--- src/rtl/vga_pkg.sv ---
// Shared VGA 640x480@60 Hz timing defaults, derived constants and control-bundle type.
// Imported by the timing generator and its delay line.
package vga_pkg;

  localparam int CNT_W   = 10;
  localparam int COLOR_W = 10;

  localparam int DEF_H_ACTIVE = 640;
  localparam int DEF_H_FP     = 16;
  localparam int DEF_H_SYNC   = 96;
  localparam int DEF_H_BP     = 48;
  localparam int DEF_V_ACTIVE = 480;
  localparam int DEF_V_FP     = 10;
  localparam int DEF_V_SYNC   = 2;
  localparam int DEF_V_BP     = 33;

  localparam int DEF_H_TOTAL = DEF_H_ACTIVE + DEF_H_FP + DEF_H_SYNC + DEF_H_BP;
  localparam int DEF_V_TOTAL = DEF_V_ACTIVE + DEF_V_FP + DEF_V_SYNC + DEF_V_BP;

  // Sync begins right after the front porch; the end is exclusive.
  function automatic int sync_start(input int active, input int fp);
    return active + fp;
  endfunction

  function automatic int sync_end(input int active, input int fp, input int sync);
    return active + fp + sync;
  endfunction

  localparam int DEF_H_SYNC_START = sync_start(DEF_H_ACTIVE, DEF_H_FP);
  localparam int DEF_H_SYNC_END   = sync_end(DEF_H_ACTIVE, DEF_H_FP, DEF_H_SYNC);
  localparam int DEF_V_SYNC_START = sync_start(DEF_V_ACTIVE, DEF_V_FP);
  localparam int DEF_V_SYNC_END   = sync_end(DEF_V_ACTIVE, DEF_V_FP, DEF_V_SYNC);

  typedef struct packed {
    logic hs;     // active-low
    logic vs;     // active-low
    logic blank;  // active-high
  } ctrl_t;

  localparam int    CTRL_W    = $bits(ctrl_t);
  localparam ctrl_t CTRL_IDLE = '{hs: 1'b1, vs: 1'b1, blank: 1'b1};

endpackage

--- src/rtl/vga_delay_line.sv ---
// Fixed-depth shift register that aligns control bits with a downstream pipeline.
// DEPTH of 0 is a plain passthrough.
module vga_delay_line #(
  parameter int               DEPTH     = 1,
  parameter int               WIDTH     = 3,
  parameter logic [WIDTH-1:0] RESET_VAL = '0
) (
  input  logic             clk,
  input  logic             rst_n,
  input  logic [WIDTH-1:0] din,
  output logic [WIDTH-1:0] dout
);

  generate
    if (DEPTH == 0) begin : g_pass
      logic unused_pass;
      assign unused_pass = &{1'b0, clk, rst_n};
      assign dout        = din;
    end else begin : g_pipe
      logic [WIDTH-1:0] stage [DEPTH];

      always_ff @(posedge clk or negedge rst_n) begin
        if (!rst_n) begin
          for (int i = 0; i < DEPTH; i++) stage[i] <= RESET_VAL;
        end else begin
          stage[0] <= din;
          for (int i = 1; i < DEPTH; i++) stage[i] <= stage[i-1];
        end
      end

      assign dout = stage[DEPTH-1];
    end
  endgenerate

endmodule

--- src/rtl/vga_timing_gen.sv ---
// Free-running VGA raster generator: emits pixel coordinates, then re-aligns sync/blank
// with the pattern generator's registered colour before driving the DAC pins.
module vga_timing_gen
  import vga_pkg::*;
#(
  parameter int H_ACTIVE = DEF_H_ACTIVE,
  parameter int H_FP     = DEF_H_FP,
  parameter int H_SYNC   = DEF_H_SYNC,
  parameter int H_BP     = DEF_H_BP,
  parameter int V_ACTIVE = DEF_V_ACTIVE,
  parameter int V_FP     = DEF_V_FP,
  parameter int V_SYNC   = DEF_V_SYNC,
  parameter int V_BP     = DEF_V_BP,
  parameter int PIPE_DLY = 1
) (
  input  logic               iVGA_CLK,
  input  logic               iRST_n,
  input  logic [COLOR_W-1:0] iRed,
  input  logic [COLOR_W-1:0] iGreen,
  input  logic [COLOR_W-1:0] iBlue,
  output logic [CNT_W-1:0]   oVGA_X,
  output logic [CNT_W-1:0]   oVGA_Y,
  output logic               oRequest,
  output logic [COLOR_W-1:0] oVGA_R,
  output logic [COLOR_W-1:0] oVGA_G,
  output logic [COLOR_W-1:0] oVGA_B,
  output logic               oVGA_HS,
  output logic               oVGA_VS,
  output logic               oVGA_BLANK_n,
  output logic               oVGA_SYNC_n,
  output logic               oVBlank_start
);

  localparam int H_TOTAL = H_ACTIVE + H_FP + H_SYNC + H_BP;
  localparam int V_TOTAL = V_ACTIVE + V_FP + V_SYNC + V_BP;

  localparam logic [CNT_W-1:0] H_LAST   = CNT_W'(H_TOTAL - 1);
  localparam logic [CNT_W-1:0] V_LAST   = CNT_W'(V_TOTAL - 1);
  localparam logic [CNT_W-1:0] H_VIS    = CNT_W'(H_ACTIVE);
  localparam logic [CNT_W-1:0] V_VIS    = CNT_W'(V_ACTIVE);
  localparam logic [CNT_W-1:0] HS_BEG   = CNT_W'(sync_start(H_ACTIVE, H_FP));
  localparam logic [CNT_W-1:0] HS_END   = CNT_W'(sync_end(H_ACTIVE, H_FP, H_SYNC));
  localparam logic [CNT_W-1:0] VS_BEG   = CNT_W'(sync_start(V_ACTIVE, V_FP));
  localparam logic [CNT_W-1:0] VS_END   = CNT_W'(sync_end(V_ACTIVE, V_FP, V_SYNC));

  logic [CNT_W-1:0] h_cnt;
  logic [CNT_W-1:0] v_cnt;
  ctrl_t            ctrl_raw;
  ctrl_t            ctrl_dly;

  // No handshakes anywhere: the raster free-runs from reset release and the
  // pattern generator must return colour exactly PIPE_DLY clocks after a coordinate.
  always_ff @(posedge iVGA_CLK or negedge iRST_n) begin
    if (!iRST_n) begin
      h_cnt <= '0;
      v_cnt <= '0;
    end else if (h_cnt == H_LAST) begin
      h_cnt <= '0;
      v_cnt <= (v_cnt == V_LAST) ? '0 : v_cnt + 1'b1;
    end else begin
      h_cnt <= h_cnt + 1'b1;
    end
  end

  assign oRequest      = (h_cnt < H_VIS) && (v_cnt < V_VIS);
  assign oVGA_X        = oRequest ? h_cnt : '0;
  assign oVGA_Y        = oRequest ? v_cnt : '0;
  assign oVBlank_start = (h_cnt == '0) && (v_cnt == V_VIS);
  assign oVGA_SYNC_n   = 1'b0;

  assign ctrl_raw.hs    = !((h_cnt >= HS_BEG) && (h_cnt < HS_END));
  assign ctrl_raw.vs    = !((v_cnt >= VS_BEG) && (v_cnt < VS_END));
  assign ctrl_raw.blank = !oRequest;

  vga_delay_line #(
    .DEPTH    (PIPE_DLY),
    .WIDTH    (CTRL_W),
    .RESET_VAL(CTRL_IDLE)
  ) u_ctrl_dly (
    .clk  (iVGA_CLK),
    .rst_n(iRST_n),
    .din  (ctrl_raw),
    .dout (ctrl_dly)
  );

  // Colour is forced to black whenever the aligned blank is set, so stray
  // pattern-generator output in the porches never reaches the DAC.
  always_ff @(posedge iVGA_CLK or negedge iRST_n) begin
    if (!iRST_n) begin
      oVGA_R       <= '0;
      oVGA_G       <= '0;
      oVGA_B       <= '0;
      oVGA_HS      <= 1'b1;
      oVGA_VS      <= 1'b1;
      oVGA_BLANK_n <= 1'b0;
    end else begin
      oVGA_R       <= ctrl_dly.blank ? '0 : iRed;
      oVGA_G       <= ctrl_dly.blank ? '0 : iGreen;
      oVGA_B       <= ctrl_dly.blank ? '0 : iBlue;
      oVGA_HS      <= ctrl_dly.hs;
      oVGA_VS      <= ctrl_dly.vs;
      oVGA_BLANK_n <= !ctrl_dly.blank;
    end
  end

endmodule

--- config.mk ---
export PLATFORM = sky130hd
export DESIGN_NAME = vga_timing_gen
export DESIGN_NICKNAME = d
export VERILOG_FILES = /design/src/rtl/vga_pkg.sv /design/src/rtl/vga_delay_line.sv /design/src/rtl/vga_timing_gen.sv
export SDC_FILE = /design/constraint.sdc
export NUM_CORES = 1
export LEC_CHECK = 0
export ABC_AREA = 0
export BUFFER_PORTS_ARGS = -buffer_cell sky130_fd_sc_hd__buf_2
export CORE_MARGIN = 1
export CORE_UTILIZATION = 45
export DETAILED_ROUTE_END_ITERATION = 6
export PLACE_DENSITY = 0.74
export SETUP_SLACK_MARGIN = 0.05
export SLEW_MARGIN = 30
export SYNTH_ARGS = -nofsm -noshare
export SYNTH_HDL_FRONTEND = slang
export SYNTH_SLANG_ARGS = --single-unit
--- constraint.sdc ---
create_clock -name iVGA_CLK -period 2.6 [get_ports iVGA_CLK]
set_input_delay 0.39 -clock iVGA_CLK [delete_from_list [all_inputs] [get_ports iVGA_CLK]]
set_output_delay 0.39 -clock iVGA_CLK [all_outputs]
set_load 0.02 [all_outputs]
* After elaboration in Yosys (flattened, before gate mapping)
Cells that the tools add are included.
** Operators by class
- $add $sub $neg :: 2
- Order comparisons :: 6
- Equal/unequal tests :: 3
- Multiplexer cells :: 7
- Reduce and logical (&&, ||, !) cells :: 9
** Operators with widths (number)
- two-way mux 10 bit :: 7
- adder 10 x 1 -> 10 bit, second input constant :: 2
- == test 10 bit, second input constant :: 2
- < comparator 10 bit, second input constant :: 2
- < comparator 10 x 9 -> 1 bit, second input constant :: 2
- == test 10 x 9 -> 1 bit, second input constant :: 1
- greater-or-equal comparator 10 bit, second input constant :: 1
- greater-or-equal comparator 10 x 9 -> 1 bit, second input constant :: 1
- zero test 10 bit :: 1
- logical AND 1 bit :: 4
- zero test 1 bit :: 4
** Storage, ports and cells
- Register bits after elaboration :: 56
- Output and inout port bits :: 56

* Logic depth before layout (Yosys ltp)
Gate-level depths: netlist of the first run.
- Depth in word-level cells :: 3
- Gate-level depth with buffers :: 6

* By module
From an unflattened synthesis of the first run, not the netlist that was laid out.
** Unflattened totals
- Cell total of the unflattened synthesis :: 203
- Area total of the unflattened synthesis :: 2406.1 um^2
** By module, submodules not included
- vga_timing_gen :: times used 1, cells each 200, area an instance 2327.2 um^2
- vga_delay_line :: times used 1, cells each 3, area an instance 78.8 um^2

* Worst setup path after synthesis of the first run
No wires, ideal clock.
- Path kind :: reg2reg
- From :: register h_cnt[5]
- To :: register v_cnt[9]
- Library setup time :: 0.077 ns
- Data arrival time :: 2.051 ns
- Required time :: 2.523 ns
- Path slack :: 0.471 ns
- Cell stages (with the launch flop) :: 6
- Clock period less this slack :: 2.129 ns
- Cell sequence :: dfrtp_1 -> or4b_1 -> buf_2 -> or3_4 -> or4_1 -> a21oi_1
** Between the ends
- Cells in the longest elaborated chain, start to end :: 1
** Ends and longest elaborated chain
- start: declaration :: RTL line vga_timing_gen.sv:46 : logic [CNT_W-1:0] h_cnt;
- start signal: assignment :: RTL line vga_timing_gen.sv:61 : h_cnt <= h_cnt + 1'b1;
- == test 10 bit :: RTL line vga_timing_gen.sv:57 : end else if (h_cnt == H_LAST) begin
- end signal: assignment :: RTL line vga_timing_gen.sv:59 : v_cnt <= (v_cnt == V_LAST) ? '0 : v_cnt + 1'b1;
- end: declaration :: RTL line vga_timing_gen.sv:47 : logic [CNT_W-1:0] v_cnt;
No other way between the ends.
A chain may end at the register's enable or synchronous reset.

* Worst setup path after layout of the first run
Same ends and word-level chain as after synthesis.

==> flow_summary.yaml, run 1 <==
die:
  start_util_pct: 48.23
  io_pins: 88
  die_x_um: 74.09
  die-height_um: 74.09
  rows: 25
  core_um2: 4848
  die-area_um2: 5489
clocking:
  clk_latency_ns: 0.30
  root_buffer: "clkbuf_8"
  cts_tree: "done"
  cts.path.max_buffers: 2
  post-cts-setup-buffers: 0
  cts_max_level: 2
  cts_buffers: 5
  cts_sinks: 56
  postCtsHoldBufs: 0
  cts_resized: 0
  clk_pin_slew_ns: 0.10
yosys:
  yosys_warnings: 0
  yosysMostFrequentCell: "dfrtp_1"
  synth-simple-area-share_pct: 26.91
  synth_xor_xnor_area_share_pct: 4.869
  synth_top_area_share_pct: 54.57
  synth-edff-count: 0
  synth_ff_type: "dfrtp_1"
  synth_seq_cells: 56
  async_flop_share_pct: 100.0
  synth_mux_area_share_pct: 0
  synth.avg_cell_area_um2: 11.24
  synth_compound_area_share_pct: 2.247
  post_synth_num_cell_types: 33
  synth_fa_ha_area_share_pct: 2.140
  seq_area_frac_synth_pct: 60.19
  synth_area_um2: 2338
  synth_top_cell_by_area: "dfrtp_1"
  synth_cells: 208
  synth_top_family_by_area: "simple AND/OR/NAND/NOR gates"
  synth_area_leaders: "dfrtp_1 (55%), nor2b_1 (8.0%), dfstp_2 (5.6%)"
  ys_top_cells_by_count: "dfrtp_1 (51), nor2b_1 (30), and2_1 (16)"
setup_path:
  crit_path_end_kind: "flop"
  path_buf_inv: 0
  setup.worst_path.class: "reg2reg"
  worstPathRequired_ns: 2.83
  cp-start-kind: "flop"
  cpLargestDelayFamily: "simple AND/OR/NAND/NOR gates"
  cp.arrival_ns: 2.52
  crit_path_max_fanout: 8
  cp_slowest_stage_delay_ns: 0.68
  path_cells: "or4b_1 -> or3_4 -> or4_1 -> a21oi_1"
  slowest_stage: "or4b_1"
finish:
  seqCellArea_um2: 1408
  drive_gt1_share_pct: 36.05
  nets: 329
  area_growth_pct: 24.77
  fillers: 410
  multi_input_area_um2: 853.3
  diodes: 0
timing:
  setup-violations-final: 0
  skew_ns: 0.004217
  max_slew_margin_pct: 65.05
  finalWorstSetupSlack_ns: 0.3162
  post-route-period-util_pct: 87.84
  hold_viol: 0
  slew_viol_final: 0
  worst_pin_slew_ns: 0.5242
  totalNegativeSetupSlack_ns: 0
  period_needed_ns: 2.284
  rsz0062_at_grt: "false"
  max_freq_mhz: 437.9
drt:
  routed_wl_mm: 4.616
  vias: 1760
  viasPerCell: 4.875
  drc_errors: 0
  drt_iter0_drc: 85
  ant_nets: 0
  dr.pass1.iters: 4
  wire_per_inst_um: 12.79
pwr:
  power_switching_mw: 0.3464
  internal-power_mw: 1.132
  pwr-share-clk_pct: 31.5
  power_mw: 1.479
  ir_drop_uv: 223.5
  seqPwrFrac_pct: 60.8
  sw_frac_of_total_pct: 23.42
  combinationalPowerShare_pct: 7.7
  p_leak_nw: 1.436
  p_per_area_nw_per_um2: 506.8
hold_path:
  hp-class: "in2async"
global_routing:
  grt_max_degree: 32
  grt_pass1_wl_mm: 7.307
  grt_pass1_vias: 1556
  antenna_found_initial: 0
  grt_overflow: 0
  grt_use_total_pct: 17.77
placement:
  post-dp-hpwl_mm: 3.455
  pre_cts_slack_ns: 0.3527
  port_buffers: 85
  gp_congestion: 0.7905
run:
  maxCapViolCount: 0
outcome:
  outcome: "finished clean"
## metal layers
layer | wire [um] | up-vias | track usage [%]
li1 | - | 845 | -
met1 | 1943 | 806 | 23.79
met2 | 2113 | 104 | 27.98
met3 | 498 | 5 | 4.607
met4 | 61 | 0 | 6.410
met5 | 0 | - | 0
## final timing paths
kind	startpoint	slack, ns	cells past startpoint	endpoint
setup / recovery	h_cnt[5]	0.32	4	v_cnt[9]
hold / removal	iRST_n	0.03	1	oVGA_BLANK_n
setup reg to reg	h_cnt[5]	0.32	4	v_cnt[9]
hold reg to reg	u_ctrl_dly.dout[2]	0.36	0	oVGA_HS
max in group asynchronous	iRST_n	1.87	2	u_ctrl_dly.dout[2]
min in group iVGA_CLK	iBlue[2]	0.29	2	oVGA_B[2]
## cell families after synthesis
| group | after synthesis |
|---|---|
| simple gates | 106 |
| flops | 56 |
| buf+inv | 19 |
| xor+xnor | 13 |
| compound gates | 9 |
| fa+ha+maj | 4 |
| other cells | 1 |
## layout make-up
class	instances	area share (%)
multi-input cells	134	29.25
flip-flops and latches	56	48.24
well taps	67	2.873
inverters	7	0.9005
clock buffers	5	2.358
clock inverters	3	0.7719
repair buffers	89	15.61
## cell usage in the layout, fill, tap and decap left out, types with 2 or more instances in the layout
cell type and n:
buf_2 85, dfrtp_1 51, nor2b_1 30, and2_1 16, nor2_1 14, nand3_1 10
xnor2_1 8, inv_1 7, nand4_1 7, nand2_1 6, o21ai_0 6, xor2_1 5
nor4_1 5, clkbuf_8 5, dfstp_2 5, ha_1 4, buf_4 4, and3_1 3
or4_1 3, and4_1 2, nor4b_1 2, conb_1 2
## through the flow
step / util [%] / hold WS, ns / cell area (um^2) / cells
global placement: 58.30 / 0.3455 / 2826 / 353
CTS: 60.18 / 0.03693 / 2918 / 361
finish: 60.18 / 0.02754 / 2918 / 361
detailed placement: 58.30 / 0.3468 / 2826 / 353
global route: 60.18 / 0.05072 / 2918 / 361
floorplan: - / 0.09441 / 2342 / 209
## state kept, by name, summed over array words and instances (netlist names)
register / flops
h_cnt: 10
oVGA_B: 10
oVGA_G: 10
oVGA_R: 10
v_cnt: 10
u_ctrl_dly.dout: 3
oVGA_BLANK_n: 1
oVGA_HS: 1
oVGA_VS: 1
## power by group through the flow
stage | clock network [mW] | logic (mW) | registers (mW)
after floorplan | 0 | 0.0199 | 0.949
after global placement | 0 | 0.115 | 0.915
after detailed placement | 0 | 0.116 | 0.916
after CTS | 0.480 | 0.117 | 0.899
after global routing | 0.516 | 0.127 | 0.902
final | 0.465 | 0.114 | 0.899
Power figures use the tool's default switching activity.
==> inputs of run 2 (changes only) <==
- RECOVER_POWER: unset -> 25
- SYNTH_HIERARCHICAL: unset -> 1
==> run 2 against run 1 <==
Against the previous run: the flow now finishes with violations (capacitance limit, slew limit); largest power group unchanged; critical endpoint is now oVGA_Y[1]; maximum frequency fell by 3.0%; register-to-register slack improved by 0.22 ns; routed wire length rose by 2.6%; sequential share of layout area fell by 1.6 points; global-route usage barely moved; die area rose by 2.8%.
==> flow_summary.yaml, run 2 <==
clocking:
  clk_latency_ns: 0.30
  cts_buffers: 5
  cts.path.max_buffers: 2
  cts_tree: "done"
  postCtsHoldBufs: 0
  post-cts-setup-buffers: 0
  cts_max_level: 2
  cts_resized: 0
  root_buffer: "clkbuf_8"
  clk_pin_slew_ns: 0.09
  cts_sinks: 56
setup_path:
  cp_slowest_stage_delay_ns: 0.46
  startpoint: "h_cnt[7]"
  r2r_start: "h_cnt[5]"
  setup.worst_path.class: "reg2out"
  slowest_stage: "dfrtp_1"
  reg2reg_depth: 4
  cp.arrival_ns: 1.97
  path_cells: "or2_2 -> a221oi_2 -> buf_4 -> inv_1 -> nor2_1 -> buf_2"
  path_depth: 6
  r2r_slack_ns: 0.54
  cp-start-kind: "flop"
  r2r-end: "v_cnt[7]"
  path_buf_inv: 3
  crit_path_end: "oVGA_Y[1]"
  crit_path_end_kind: "primary output"
  crit_path_max_fanout: 8
  cpLargestDelayFamily: "buffers and inverters"
  worstPathRequired_ns: 2.21
global_routing:
  grt_pass1_wl_mm: 7.424
  grt_use_total_pct: 17.78
  grt_overflow: 0
  antenna_found_initial: 0
  grt_pass1_vias: 1621
  grt_max_degree: 32
timing:
  hold_viol: 0
  totalNegativeSetupSlack_ns: 0
  slew_viol_final: 32
  rsz0062_at_grt: "false"
  skew_ns: 0.004860
  max_slew_margin_pct: -8.047
  worst_pin_slew_ns: 1.621
  post-route-period-util_pct: 90.58
  period_needed_ns: 2.355
  max_freq_mhz: 424.6
  setup-violations-final: 0
placement:
  post_dp_cell_area_um2: 2892
  port_buffers: 85
  post-dp-hpwl_mm: 3.450
  gp_congestion: 0.7991
die:
  core_um2: 5140
  io_pins: 88
  die-area_um2: 5643
  die-height_um: 75.12
  start_util_pct: 46.81
  rows: 26
  die_x_um: 75.12
pwr:
  ir_drop_uv: 200.7
  p_leak_nw: 1.532
  p_per_area_nw_per_um2: 548.1
finish:
  drive_gt1_share_pct: 38.14
  area_growth_pct: 25.32
  diodes: 0
  layout_commonest_cell: "buf_2"
  nets: 327
  layout_common_cells: "buf_2 (84), dfrtp_1 (51), nor2b_1 (31), and2_1 (15), nor2_1 (13)"
  fin_area_um2: 3015
yosys:
  post_synth_num_cell_types: 36
  synth_top_cell_by_area: "dfrtp_1"
  yosysMostFrequentCell: "dfrtp_1"
  seq_area_frac_synth_pct: 58.50
  synth_seq_cells: 56
  async_flop_share_pct: 100.0
  synth_top_area_share_pct: 53.04
  synth_cells: 203
  synth.avg_cell_area_um2: 11.85
  synth_area_leaders: "dfrtp_1 (53%), nor2b_1 (8.1%), dfstp_2 (5.5%)"
  ys_top_cells_by_count: "dfrtp_1 (51), nor2b_1 (31), and2_1 (15)"
  yosys_warnings: 6
  synth_ff_type: "dfrtp_1"
  synth-edff-count: 0
  synth_area_um2: 2406
outcome:
  outcome: "complete, but fails checks"
  violations: "capacitance limit, slew limit"
hold_path:
  hp-class: "in2reg"
drt:
  drt_iter0_drc: 50
  viasPerCell: 4.765
  ant_nets: 0
  drc_errors: 0
  routed_wl_mm: 4.735
  wire_per_inst_um: 13.12
  dr.pass1.iters: 4
  vias: 1720
run:
  maxCapViolCount: 1
==> run 2: where the power goes <==
group	internal (mW)	switching [mW]	total, mW	leakage, nW
registers	0.894	0.00478	0.899	0.676
logic	0.0444	0.0688	0.113	0.792
clock network	0.379	0.262	0.641	0.0642
==> run 2: through the flow <==
step | total power [mW] | worst slack [ns] | hold WS [ns] | std cells | util (%)
after global routing | 1.724 | 0.1182 | 0.2922 | 361 | 58.67
after floorplan | 0.9690 | 0.4578 | 0.09441 | 204 | -
after CTS | 1.682 | 0.2384 | 0.1322 | 361 | 58.76
final | 1.653 | 0.2449 | 0.2987 | 361 | 58.67
after detailed placement | 1.032 | 0.5890 | 0.3472 | 354 | 56.26
after global placement | 1.030 | 0.6402 | 0.3457 | 354 | 56.26
==> run 2: cell type report <==
cell class / instances / area, um^2
flip-flops and latches: 56 / 1408
fillers: 461 / 2125
inverters: 8 / 30.03
clock buffers: 5 / 68.82
multi-input cells: 130 / 903.4
well taps: 70 / 87.58
clock inverters: 2 / 60.06
repair buffers: 90 / 457.9
==> run 2: logic make-up (layout without fill, tap and decap cells) <==
group | count (synthesis) | in the layout | share of synthesized area [%]
AO/OA/AOI/OAI | 9 | 9 | 2.860
XOR/XNOR | 13 | 13 | 4.732
adder cells (fa/ha/maj) | 4 | 4 | 2.080
buffers and inverters | 18 | 105 | 4.108
flip-flops | 56 | 56 | 58.50
other | 1 | 2 | 0.1559
AND/OR/NAND/NOR | 102 | 102 | 27.56
==> run 2: how the worst min path moves through the flow <==
| stage | cells past startpoint | endpoint | startpoint | slack [ns] |
|---|---|---|---|---|
| 4_1_cts | 1 | oVGA_G[9] | iRST_n | 0.13 |
| 6_report | 2 | oVGA_R[9] | iRed[9] | 0.30 |
| 3_5_place_dp | 0 | oVGA_VS | u_ctrl_dly/dout[1] | 0.35 |
| 2_1_floorplan | 0 | h_cnt[0] | iRST_n | 0.09 |
| 3_3_place_gp | 0 | oVGA_VS | u_ctrl_dly/dout[1] | 0.35 |
| 5_1_grt | 2 | oVGA_R[0] | iRed[0] | 0.29 |
==> run 2: metal layers <==
metal  up-vias  routed length (um)  track usage (%)
met4         0                  65            5.870
met5         -                   0                0
met3         7                 399            5.221
li1        830                   -                -
met1       796                2003            20.74
met2        87                2265            31.33
==> run 2: worst register-to-register path, stage by stage (launching register included) <==
cell,delay [ns]
dfrtp_1,0.47
or4b_4,0.65
nor3_4,0.46
nand4_1,0.21
xnor2_1,0.16
==> inputs of run 3 (changes only) <==
- PLACE_DENSITY: 0.74 -> 0.78
==> run 3 against run 2 <==
Against the previous run: flip-flop and latch count did not move; routed wire length barely moved; sequential share of layout area fell by 0.058 points; setup slack got worse by 0.062 ns; the run now ends clean; register-to-register slack got worse by 0.02 ns; clock-buffer cell count rose by 1; critical path type unchanged; largest power group unchanged; combinational power barely moved; largest cell class unchanged.
==> flow_summary.yaml, run 3 (synthesis gave the netlist of run 2 again) <==
pwr:
  sw_frac_of_total_pct: 20.23
  p_leak_nw: 1.524
  seqPwrFrac_pct: 54.2
  pwr-share-clk_pct: 39.0
  p_per_area_nw_per_um2: 549.0
  power_switching_mw: 0.3353
  internal-power_mw: 1.322
  combinationalPowerShare_pct: 6.8
  ir_drop_uv: 307.1
drt:
  drt_iter0_drc: 55
  routed_wl_mm: 4.736
  wire_per_inst_um: 13.12
  dr.pass1.iters: 4
  vias: 1732
  drc_errors: 0
  viasPerCell: 4.798
  ant_nets: 0
die:
  die_x_um: 75.12
  die-height_um: 75.12
  rows: 26
  core_um2: 5140
  start_util_pct: 46.81
  io_pins: 88
  die-area_um2: 5643
timing:
  max_freq_mhz: 413.7
  totalNegativeSetupSlack_ns: 0
  post-route-period-util_pct: 92.98
  rsz0062_at_grt: "false"
  setup-violations-final: 0
  worst_pin_slew_ns: 1.173
  slew_viol_final: 0
  period_needed_ns: 2.417
  hold_viol: 0
  skew_ns: 0.01015
  max_slew_margin_pct: 21.79
global_routing:
  antenna_found_initial: 0
  grt_use_total_pct: 17.95
  grt_overflow: 0
  grt_pass1_wl_mm: 7.534
  grt_max_degree: 32
  grt_pass1_vias: 1615
placement:
  port_buffers: 85
  dp.cells: 353
  gp_congestion: 0.8256
  post-dp-hpwl_mm: 3.535
finish:
  area_growth_pct: 25.48
  diodes: 0
  layout_common_cells: "buf_2 (84), dfrtp_1 (51), nor2b_1 (31), and2_1 (15), nor2_1 (13)"
  nets: 326
  layout_commonest_cell: "buf_2"
  seqCellArea_um2: 1408
  fillers: 465
  drive_gt1_share_pct: 37.46
  multi_input_area_um2: 914.6
  final_cells: 361
setup_path:
  crit_path_end_kind: "primary output"
  r2r_start: "h_cnt[5]"
  cp.arrival_ns: 2.03
  path_cells: "or2_2 -> a221oi_4 -> buf_4 -> and2_1 -> buf_2"
  setup.worst_path.class: "reg2out"
  reg2reg_depth: 4
  crit_path_max_fanout: 10
  cp_slowest_stage_delay_ns: 0.46
  slowest_stage: "dfrtp_1"
  r2r-end: "v_cnt[7]"
  r2r_slack_ns: 0.52
  worstPathRequired_ns: 2.21
  cp-start-kind: "flop"
hold_path:
  hp-class: "in2async"
clocking:
  root_buffer: "clkbuf_8"
  cts_buffers: 5
  cts_sinks: 56
  postCtsHoldBufs: 0
  cts_max_level: 2
  cts_tree: "done"
  clk_pin_slew_ns: 0.10
  cts.path.max_buffers: 2
  clk_latency_ns: 0.30
run:
  maxCapViolCount: 0
outcome:
  outcome: "finished clean"
-- run 3: area by class of cell --
type / count / share of cell area (%)
flip-flops and latches: 56 / 46.62
multi-input cells: 130 / 30.29
repair buffers: 89 / 14.79
well taps: 70 / 2.901
clock buffers: 6 / 2.404
clock inverters: 2 / 1.989
inverters: 8 / 0.9946
-- run 3: layer usage --
metal  vias up  routed length (um)  track usage, %  part of all wire, %
li1        835                   -               -                    -
met1       814                2106           22.29                   44
met2        75                2163           29.63                   46
met3         8                 399           5.622                  8.4
met4         0                  65           6.289                  1.4
met5         -                   0               0                    0
-- run 3: what timing repair did --
action / CTS / global route
resized for setup: 0 / 1
endpoints found under the setup margin: 0 / 14
setup buffers: 0 / 0
-- run 3: worst max-delay path: cells and delay by family (launching register included) --
| kind | cells | cell delay [ns] |
|---|---|---|
| AO/OA/AOI/OAI | 1 | 0.36 |
| buffers and inverters | 2 | 0.40 |
| AND/OR/NAND/NOR | 2 | 0.50 |
| flip-flops | 1 | 0.46 |
-- run 3: stage by stage --
stage	utilization, %	setup slack (ns)	power [mW]	instance area, um^2	hold slack (ns)
after floorplan	-	0.4578	0.9690	2410	0.09441
after global placement	56.11	0.5132	1.031	2884	0.3455
after detailed placement	56.11	0.4334	1.032	2884	0.3472
after CTS	58.69	0.07283	1.684	3017	0.05104
after global routing	58.74	0.06875	1.738	3019	0.2900
final	58.74	0.1825	1.658	3019	0.2992
-- run 3: how the worst max path moves through the flow --
stage	startpoint	end	cells after the start
after CTS	h_cnt[7]	oVGA_Y[5]	5
after floorplan	h_cnt[7]	oVGA_X[7]	4
after detailed placement	h_cnt[7]	oVGA_Y[5]	5
after global placement	h_cnt[7]	oVGA_Y[5]	5
after global routing	h_cnt[7]	oVGA_X[5]	5
final	h_cnt[7]	oVGA_X[6]	5
-- run 3: power by group through the flow --
stage | logic, mW | clock network, mW | registers [mW]
6_report | 0.112 | 0.647 | 0.899
5_1_grt | 0.127 | 0.708 | 0.903
4_1_cts | 0.116 | 0.668 | 0.899
3_5_place_dp | 0.116 | 0 | 0.916
3_3_place_gp | 0.115 | 0 | 0.916
2_1_floorplan | 0.0199 | 0 | 0.949
